`src/rtl/i2c_pkg.sv`:
```
// Shared types and constants for the I2C target endpoint.
package i2c_pkg;

    typedef enum logic [3:0] {
        ST_IDLE      = 4'd0,
        ST_ADDR      = 4'd1,
        ST_ADDR_ACK  = 4'd2,
        ST_PTR       = 4'd3,
        ST_PTR_ACK   = 4'd4,
        ST_WDATA     = 4'd5,
        ST_WDATA_ACK = 4'd6,
        ST_RDATA     = 4'd7,
        ST_RDATA_ACK = 4'd8,
        ST_IGNORE    = 4'd9
    } i2c_tgt_state_t;

    localparam int unsigned I2C_BITS       = 8;
    localparam int unsigned I2C_ACK_BIT    = 8;
    localparam logic [6:0]  I2C_GCALL_ADDR = 7'h00;

endpackage

```
`src/rtl/i2c_line_sync.sv`:
```
// 2-FF synchronizer for SCL/SDA plus SCL edge and START/STOP decode.
// Events are combinational from the synchronized level and its previous value.
module i2c_line_sync (
    input  logic clk,
    input  logic reset,
    input  logic scl_i,
    input  logic sda_i,
    output logic sda_sync_o,
    output logic scl_rise,
    output logic scl_fall,
    output logic start_det,
    output logic stop_det
);

    logic [1:0] scl_sync_q;
    logic [1:0] sda_sync_q;
    logic       scl_prev_q;
    logic       sda_prev_q;
    logic       scl_s;
    logic       sda_s;

    // Reset to the idle-bus level so leaving reset never fakes an event.
    always_ff @(posedge clk or posedge reset) begin
        if (reset) begin
            scl_sync_q <= 2'b11;
            sda_sync_q <= 2'b11;
            scl_prev_q <= 1'b1;
            sda_prev_q <= 1'b1;
        end else begin
            scl_sync_q <= {scl_sync_q[0], scl_i};
            sda_sync_q <= {sda_sync_q[0], sda_i};
            scl_prev_q <= scl_sync_q[1];
            sda_prev_q <= sda_sync_q[1];
        end
    end

    assign scl_s      = scl_sync_q[1];
    assign sda_s      = sda_sync_q[1];
    assign sda_sync_o = sda_s;
    assign scl_rise   = scl_s & ~scl_prev_q;
    assign scl_fall   = ~scl_s & scl_prev_q;
    assign start_det  = scl_s & scl_prev_q & sda_prev_q & ~sda_s;
    assign stop_det   = scl_s & scl_prev_q & ~sda_prev_q & sda_s;

endmodule

```
`src/rtl/i2c_target_regfile.sv`:
```
// I2C target endpoint: decodes address, pointer and data bytes into single-cycle register strobes.
// Define I2C_TARGET_GCALL_EN to ACK the general-call address and write from pointer 8'h00.
module i2c_target_regfile
    import i2c_pkg::*;
#(
    parameter logic [6:0]  DEV_ADDR    = 7'h50,
    parameter int unsigned MIN_LOW_CYC = 4
) (
    input  logic       clk,
    input  logic       reset,
    input  logic       scl_i,
    input  logic       sda_i,
    output logic       sda_o,
    output logic [7:0] reg_addr,
    output logic [7:0] reg_wdata,
    output logic       reg_we,
    output logic       reg_re,
    input  logic [7:0] reg_rdata,
    output logic       busy,
    output logic       stop_det,
    output logic [3:0] state_dbg_o
);

    localparam logic [3:0] LAST_BIT = 4'(I2C_BITS - 1);
    localparam logic [3:0] ACK_IDX  = 4'(I2C_ACK_BIT);

    if (MIN_LOW_CYC == 0) begin : g_cfg_check
        $error("MIN_LOW_CYC must be at least 1");
    end

    logic sda_s, scl_rise, scl_fall, start_ev, stop_ev, gcall_hit, byte_done;

    i2c_line_sync u_sync (
        .clk        (clk),
        .reset      (reset),
        .scl_i      (scl_i),
        .sda_i      (sda_i),
        .sda_sync_o (sda_s),
        .scl_rise   (scl_rise),
        .scl_fall   (scl_fall),
        .start_det  (start_ev),
        .stop_det   (stop_ev)
    );

    i2c_tgt_state_t state_q, state_d;
    logic [3:0] bit_cnt_q, bit_cnt_d;
    logic       rise_seen_q, rise_seen_d;
    logic [7:0] rx_q, rx_d, tx_q, tx_d, addr_q, addr_d, wdata_q, wdata_d;
    logic       rw_q, rw_d, gcall_q, gcall_d, sda_q, sda_d;
    logic       we_q, we_d, re_q, re_d, rd_pend_q, rd_pend_d;
    logic       busy_q, busy_d, stop_q, stop_d;

`ifdef I2C_TARGET_GCALL_EN
    assign gcall_hit = (rx_q == {I2C_GCALL_ADDR, 1'b0});
`else
    assign gcall_hit = 1'b0;
`endif

    assign byte_done = (bit_cnt_q == LAST_BIT);

    // Bank strobes: reg_we/reg_re are high for exactly one clk with reg_addr (and
    // reg_wdata) stable in that cycle; reg_rdata is captured on the following clk.
    always_comb begin
        state_d     = state_q;
        bit_cnt_d   = bit_cnt_q;
        rise_seen_d = rise_seen_q;
        rx_d        = rx_q;
        tx_d        = tx_q;
        addr_d      = addr_q;
        wdata_d     = wdata_q;
        rw_d        = rw_q;
        gcall_d     = gcall_q;
        sda_d       = sda_q;
        we_d        = 1'b0;
        re_d        = 1'b0;
        rd_pend_d   = re_q;
        busy_d      = busy_q;
        stop_d      = stop_ev;

        if (we_q) addr_d = addr_q + 8'd1;
        if (rd_pend_q) tx_d = reg_rdata;

        if (stop_ev) begin
            state_d     = ST_IDLE;
            sda_d       = 1'b1;
            busy_d      = 1'b0;
            bit_cnt_d   = '0;
            rise_seen_d = 1'b0;
        end else if (start_ev) begin
            state_d     = ST_ADDR;
            sda_d       = 1'b1;
            bit_cnt_d   = '0;
            rise_seen_d = 1'b0;
        end else if (scl_rise && state_q != ST_IDLE && state_q != ST_IGNORE) begin
            rx_d        = {rx_q[6:0], sda_s};
            rise_seen_d = 1'b1;
            if (state_q == ST_RDATA_ACK && !sda_s) begin
                addr_d = addr_q + 8'd1;
                re_d   = 1'b1;
            end
        end else if (scl_fall && rise_seen_q) begin
            // The falling edge right after START has no preceding rise and is skipped.
            rise_seen_d = 1'b0;
            bit_cnt_d   = byte_done ? ACK_IDX : bit_cnt_q + 4'd1;
            case (state_q)
                ST_ADDR: if (byte_done) begin
                    if (rx_q[7:1] == DEV_ADDR) begin
                        state_d = ST_ADDR_ACK;
                        sda_d   = 1'b0;
                        rw_d    = rx_q[0];
                        gcall_d = 1'b0;
                        busy_d  = 1'b1;
                        re_d    = rx_q[0];
                    end else if (gcall_hit) begin
                        state_d = ST_ADDR_ACK;
                        sda_d   = 1'b0;
                        rw_d    = 1'b0;
                        gcall_d = 1'b1;
                        busy_d  = 1'b1;
                        addr_d  = 8'h00;
                    end else begin
                        state_d = ST_IGNORE;
                        busy_d  = 1'b0;
                    end
                end
                ST_ADDR_ACK: begin
                    bit_cnt_d = '0;
                    sda_d     = rw_q ? tx_q[7] : 1'b1;
                    state_d   = rw_q ? ST_RDATA : (gcall_q ? ST_WDATA : ST_PTR);
                end
                ST_PTR: if (byte_done) begin
                    addr_d  = rx_q;
                    sda_d   = 1'b0;
                    state_d = ST_PTR_ACK;
                end
                ST_WDATA: if (byte_done) begin
                    wdata_d = rx_q;
                    we_d    = 1'b1;
                    sda_d   = 1'b0;
                    state_d = ST_WDATA_ACK;
                end
                ST_PTR_ACK, ST_WDATA_ACK: begin
                    bit_cnt_d = '0;
                    sda_d     = 1'b1;
                    state_d   = ST_WDATA;
                end
                ST_RDATA: if (byte_done) begin
                    sda_d   = 1'b1;
                    state_d = ST_RDATA_ACK;
                end else begin
                    sda_d = tx_q[6];
                    tx_d  = {tx_q[6:0], 1'b0};
                end
                ST_RDATA_ACK: begin
                    bit_cnt_d = '0;
                    if (!rx_q[0]) begin
                        sda_d   = tx_q[7];
                        state_d = ST_RDATA;
                    end else begin
                        sda_d   = 1'b1;
                        state_d = ST_IGNORE;
                    end
                end
                default: ;
            endcase
        end
    end

    always_ff @(posedge clk or posedge reset) begin
        if (reset) begin
            state_q     <= ST_IDLE;
            bit_cnt_q   <= '0;
            rise_seen_q <= 1'b0;
            rx_q        <= '0;
            tx_q        <= '0;
            addr_q      <= '0;
            wdata_q     <= '0;
            rw_q        <= 1'b0;
            gcall_q     <= 1'b0;
            sda_q       <= 1'b1;
            we_q        <= 1'b0;
            re_q        <= 1'b0;
            rd_pend_q   <= 1'b0;
            busy_q      <= 1'b0;
            stop_q      <= 1'b0;
        end else begin
            state_q     <= state_d;
            bit_cnt_q   <= bit_cnt_d;
            rise_seen_q <= rise_seen_d;
            rx_q        <= rx_d;
            tx_q        <= tx_d;
            addr_q      <= addr_d;
            wdata_q     <= wdata_d;
            rw_q        <= rw_d;
            gcall_q     <= gcall_d;
            sda_q       <= sda_d;
            we_q        <= we_d;
            re_q        <= re_d;
            rd_pend_q   <= rd_pend_d;
            busy_q      <= busy_d;
            stop_q      <= stop_d;
        end
    end

    assign sda_o       = sda_q;
    assign reg_addr    = addr_q;
    assign reg_wdata   = wdata_q;
    assign reg_we      = we_q;
    assign reg_re      = re_q;
    assign busy        = busy_q;
    assign stop_det    = stop_q;
    assign state_dbg_o = state_q;

endmodule
```
`config.mk`:
```
export PLATFORM = sky130hd
export DESIGN_NAME = i2c_target_regfile
export DESIGN_NICKNAME = d
export VERILOG_FILES = /design/src/rtl/i2c_pkg.sv /design/src/rtl/i2c_line_sync.sv /design/src/rtl/i2c_target_regfile.sv
export SDC_FILE = /design/constraint.sdc
export NUM_CORES = 1
export LEC_CHECK = 0
export CAP_MARGIN = 20
export CORE_MARGIN = 3
export CORE_UTILIZATION = 45
export DETAILED_ROUTE_END_ITERATION = 12
export GPL_TIMING_DRIVEN = 0
export PLACE_DENSITY = 0.76
export SLEW_MARGIN = 40
export SYNTH_ARGS = -nofsm -noshare
export SYNTH_HDL_FRONTEND = slang
export SYNTH_SLANG_ARGS = --single-unit
```
`constraint.sdc`:
```
create_clock -name clk -period 2.9 [get_ports clk]
set_input_delay 0.58 -clock clk [delete_from_list [all_inputs] [get_ports clk]]
set_output_delay 0.58 -clock clk [all_outputs]
set_load 0.01 [all_outputs]
```
==> run metrics <==
status completed; Sequential Power Share 57.7%; First DRT Iteration DRCs 164; Pleak 0.00135 uW; CP peak stage delay 420 ps; largest area contributor in the netlist dfrtp_1; # diodes 0; delay-heaviest family, CP simple AND/OR/NAND/NOR gates; I/O pins 37; Gate power share 16.1%; Synth Register Bits 54; FP Rows 27; CTS tree built; sequential cell area 1360 sq um; GP Congestion 0.898; Remaining Overflow, GRT 0; final instance area 3250 sq um; core box area 5640 sq um; Critical Path, Cell by Cell ha_1, and3b_1, clkbuf_1, nand3_1, nor3b_1, buf_2, mux2_2; Net Sw Power 534 uW; Synth area leaders dfrtp_1 (44%), dfstp_2 (6.9%), nand2_1 (5.5%), mux2_2 (4.2%), mux2i_1 (3.4%); post-cts repair resize count 0; area share of the largest cell type after synthesis 43.9%; first-pass GRT wire length 10,100 um; placed cell area 3150 sq um; routed wl met2 2820 um; Setup TNS Final 0 ps; highest routed layer met4; Detailed Routing Iterations Pass 1 5; crit path max fanout 9; Mapped Area 2680 sq um; GRT Total Usage 17.6%; Met3 Routed Length 308 um; Hold Slack 362 ps; Clk Latency, worst-skew pair 320 ps; CTS H-tree lvls 2; RSZ-0062 raised after global routing no; worst path bufs/invs 2; crit share post-route 77.5%; count of final hold-check violations 0; Internal 1140 uW; port bufs 36; asr flop ratio synth 100%; clk_skew 8.79 ps; Net Sw Frac 31.8%; total of max-cap violations 0; Power Density 517 nW/um^2; initial core utilization 47.5%; WL/cell 15.2 um; syn_nets 287; Worst Hold Path EP u_sync.sda_sync_q[1]; crit end category flop; vias in the first global route 2,187; Slew headroom 61.5%; peak supply drop 0.000309 V; Die ar. 6920 sq um; number of buffers created by CTS 5; R2R setup slack 650 ps; Syn Inst Count 273; Fill cells 505; synth warn 0; ys flop type dfrtp_1; max-slew violations 0; Setup Buffers After CTS 0; worst r2r dst reg_wdata[2]; Startpoint Class flop; share of layout cells above drive strength 1 10.7%; final WL 5940 um; Yosys cell types 52; antenna-violating nets left 0; Reg clk slew, reported paths 110 ps; Clk pwr share 26.2%; clk buf depth 2; DR vias 2,236; Hold Crit Start u_sync.sda_sync_q[0]; final HPWL from detailed placement 4270 um; synthesized area per cell 9.82 sq um; Post-CTS Hold Buffers 0; critical path class reg -> reg; required time of the critical path 3110 ps; Final Critical Period 2250 ps; CP max stage cell dfrtp_1; measured slew at the worst slew-check pin 578 ps; hold path cells 0; vias per cell 5.73; DIE WIDTH 83.2 um; number of flops mapped to enable cells by yosys 0; initial antenna violation count 0; setup violators final 0; hold crit path type reg -> reg; Final nets 331; sequential share of the synthesized area 50.7%; M1 WL 2730 um; reg2reg start bit_cnt_q[0]; largest net degree at the start of global routing 29; crit path DAT 2460 ps; area growth from synthesis to layout 21.1%; die span in y 83.2 um; root buf cell clkbuf_8; fmax 445 MHz; area of the multi-input gates 1250 sq um; residual DRC count 0; R2R depth 7; clock sinks 54
==> cells in the final DEF (no fill, tap or decap), types with 9 or more instances in the layout <==
| cell | instances |
|---|---|
| nand3_1 | 9 |
| nor2_1 | 23 |
| mux2_2 | 10 |
| o21ai_0 | 18 |
| clkdlybuf4s50_1 | 36 |
| nand2_1 | 39 |
| mux2i_1 | 9 |
| clkbuf_1 | 11 |
| a21oi_1 | 12 |
| dfrtp_1 | 47 |
==> flip-flops by register name, indices dropped and copies added, names as in the netlist, 2 cells and up <==
register / count
reg_addr: 8
u_sync.sda_sync_q: 2
rx_q: 8
reg_wdata: 8
u_sync.scl_sync_q: 2
state_dbg_o: 4
bit_cnt_q: 4
tx_q: 8
==> synth_stat cells, types with 3 or more instances <==
library cell  number
nor3_1             6
clkbuf_1          11
inv_1              6
o21ai_1            3
nand2_1           39
nor2_1            23
nand2b_1           5
a31oi_1            5
dfstp_2            7
o22ai_1            3
o21ai_0           18
dfrtp_1           47
mux2i_1            9
a21oi_1           12
nand3_1            9
nor3b_1            3
mux2_2            10
nor2b_1            4
nand4_1            5
a211oi_1           5
==> worst max path at each step <==
stage,endpoint,cells after the start,start
5_1_grt,tx_q[5],6,bit_cnt_q[0]
6_report,reg_wdata[2],7,bit_cnt_q[0]
2_1_floorplan,rw_q,4,rx_q[3]
3_5_place_dp,reg_wdata[2],7,bit_cnt_q[0]
4_1_cts,reg_wdata[2],7,bit_cnt_q[0]
3_3_place_gp,reg_addr[2],2,reset
==> area by class of cell <==
cell class              instances  share of cell area, %
repair buffers                 37                   11.7
multi-input cells             200                   38.4
flip-flops and latches         54                   41.9
well taps                      72                   2.77
inverters                       6                  0.770
clock buffers                   5                   2.12
plain buffers                  13                   1.54
clock inverters                 3                  0.770
==> worst reg2reg max path: cells and delay by family, from the launching register on <==
family        cells  cell delay [ps]
simple gates      3              620
buf+inv           2              510
flops             1              420
mux               1              360
fa+ha+maj         1              240
==> power by group through the flow <==
stage / combinational, uW / clock [uW] / sequential [uW]
2_1_floorplan: 162 / 0 / 954
4_1_cts: 271 / 455 / 971
6_report: 270 / 440 / 969
5_1_grt: 305 / 481 / 985
3_3_place_gp: 256 / 0 / 980
3_5_place_dp: 269 / 0 / 985
==> logic make-up (layout without fill, tap and decap cells) <==
group	after synthesis	count (layout)	synth area share [%]
and+or+nand+nor	113	113	22.0
AOI/OAI and AO/OA	63	63	15.0
DFF	54	54	50.7
muxes	20	20	7.98
buffers and inverters	19	64	2.71
adders and majority gates	2	2	0.933
xor gates and xnor gates	2	2	0.653
==> through the flow <==
stage	util, %	power (uW)	worst slack, ps	std cells
global placement	55.5	1240	44.0	381
detailed placement	55.9	1250	640	382
floorplan	-	1120	820	273
finish	57.6	1680	651	390
CTS	57.6	1700	614	390
global route	57.6	1770	394	390
==> per-layer routing <==
layer / GRT usage, % / vias up
met4: 5.05 / 0
met1: 24.5 / 1058
met3: 3.97 / 13
met2: 27.7 / 85
met5: 0 / -
li1: - / 1080
Power figures use the tool's default switching activity.
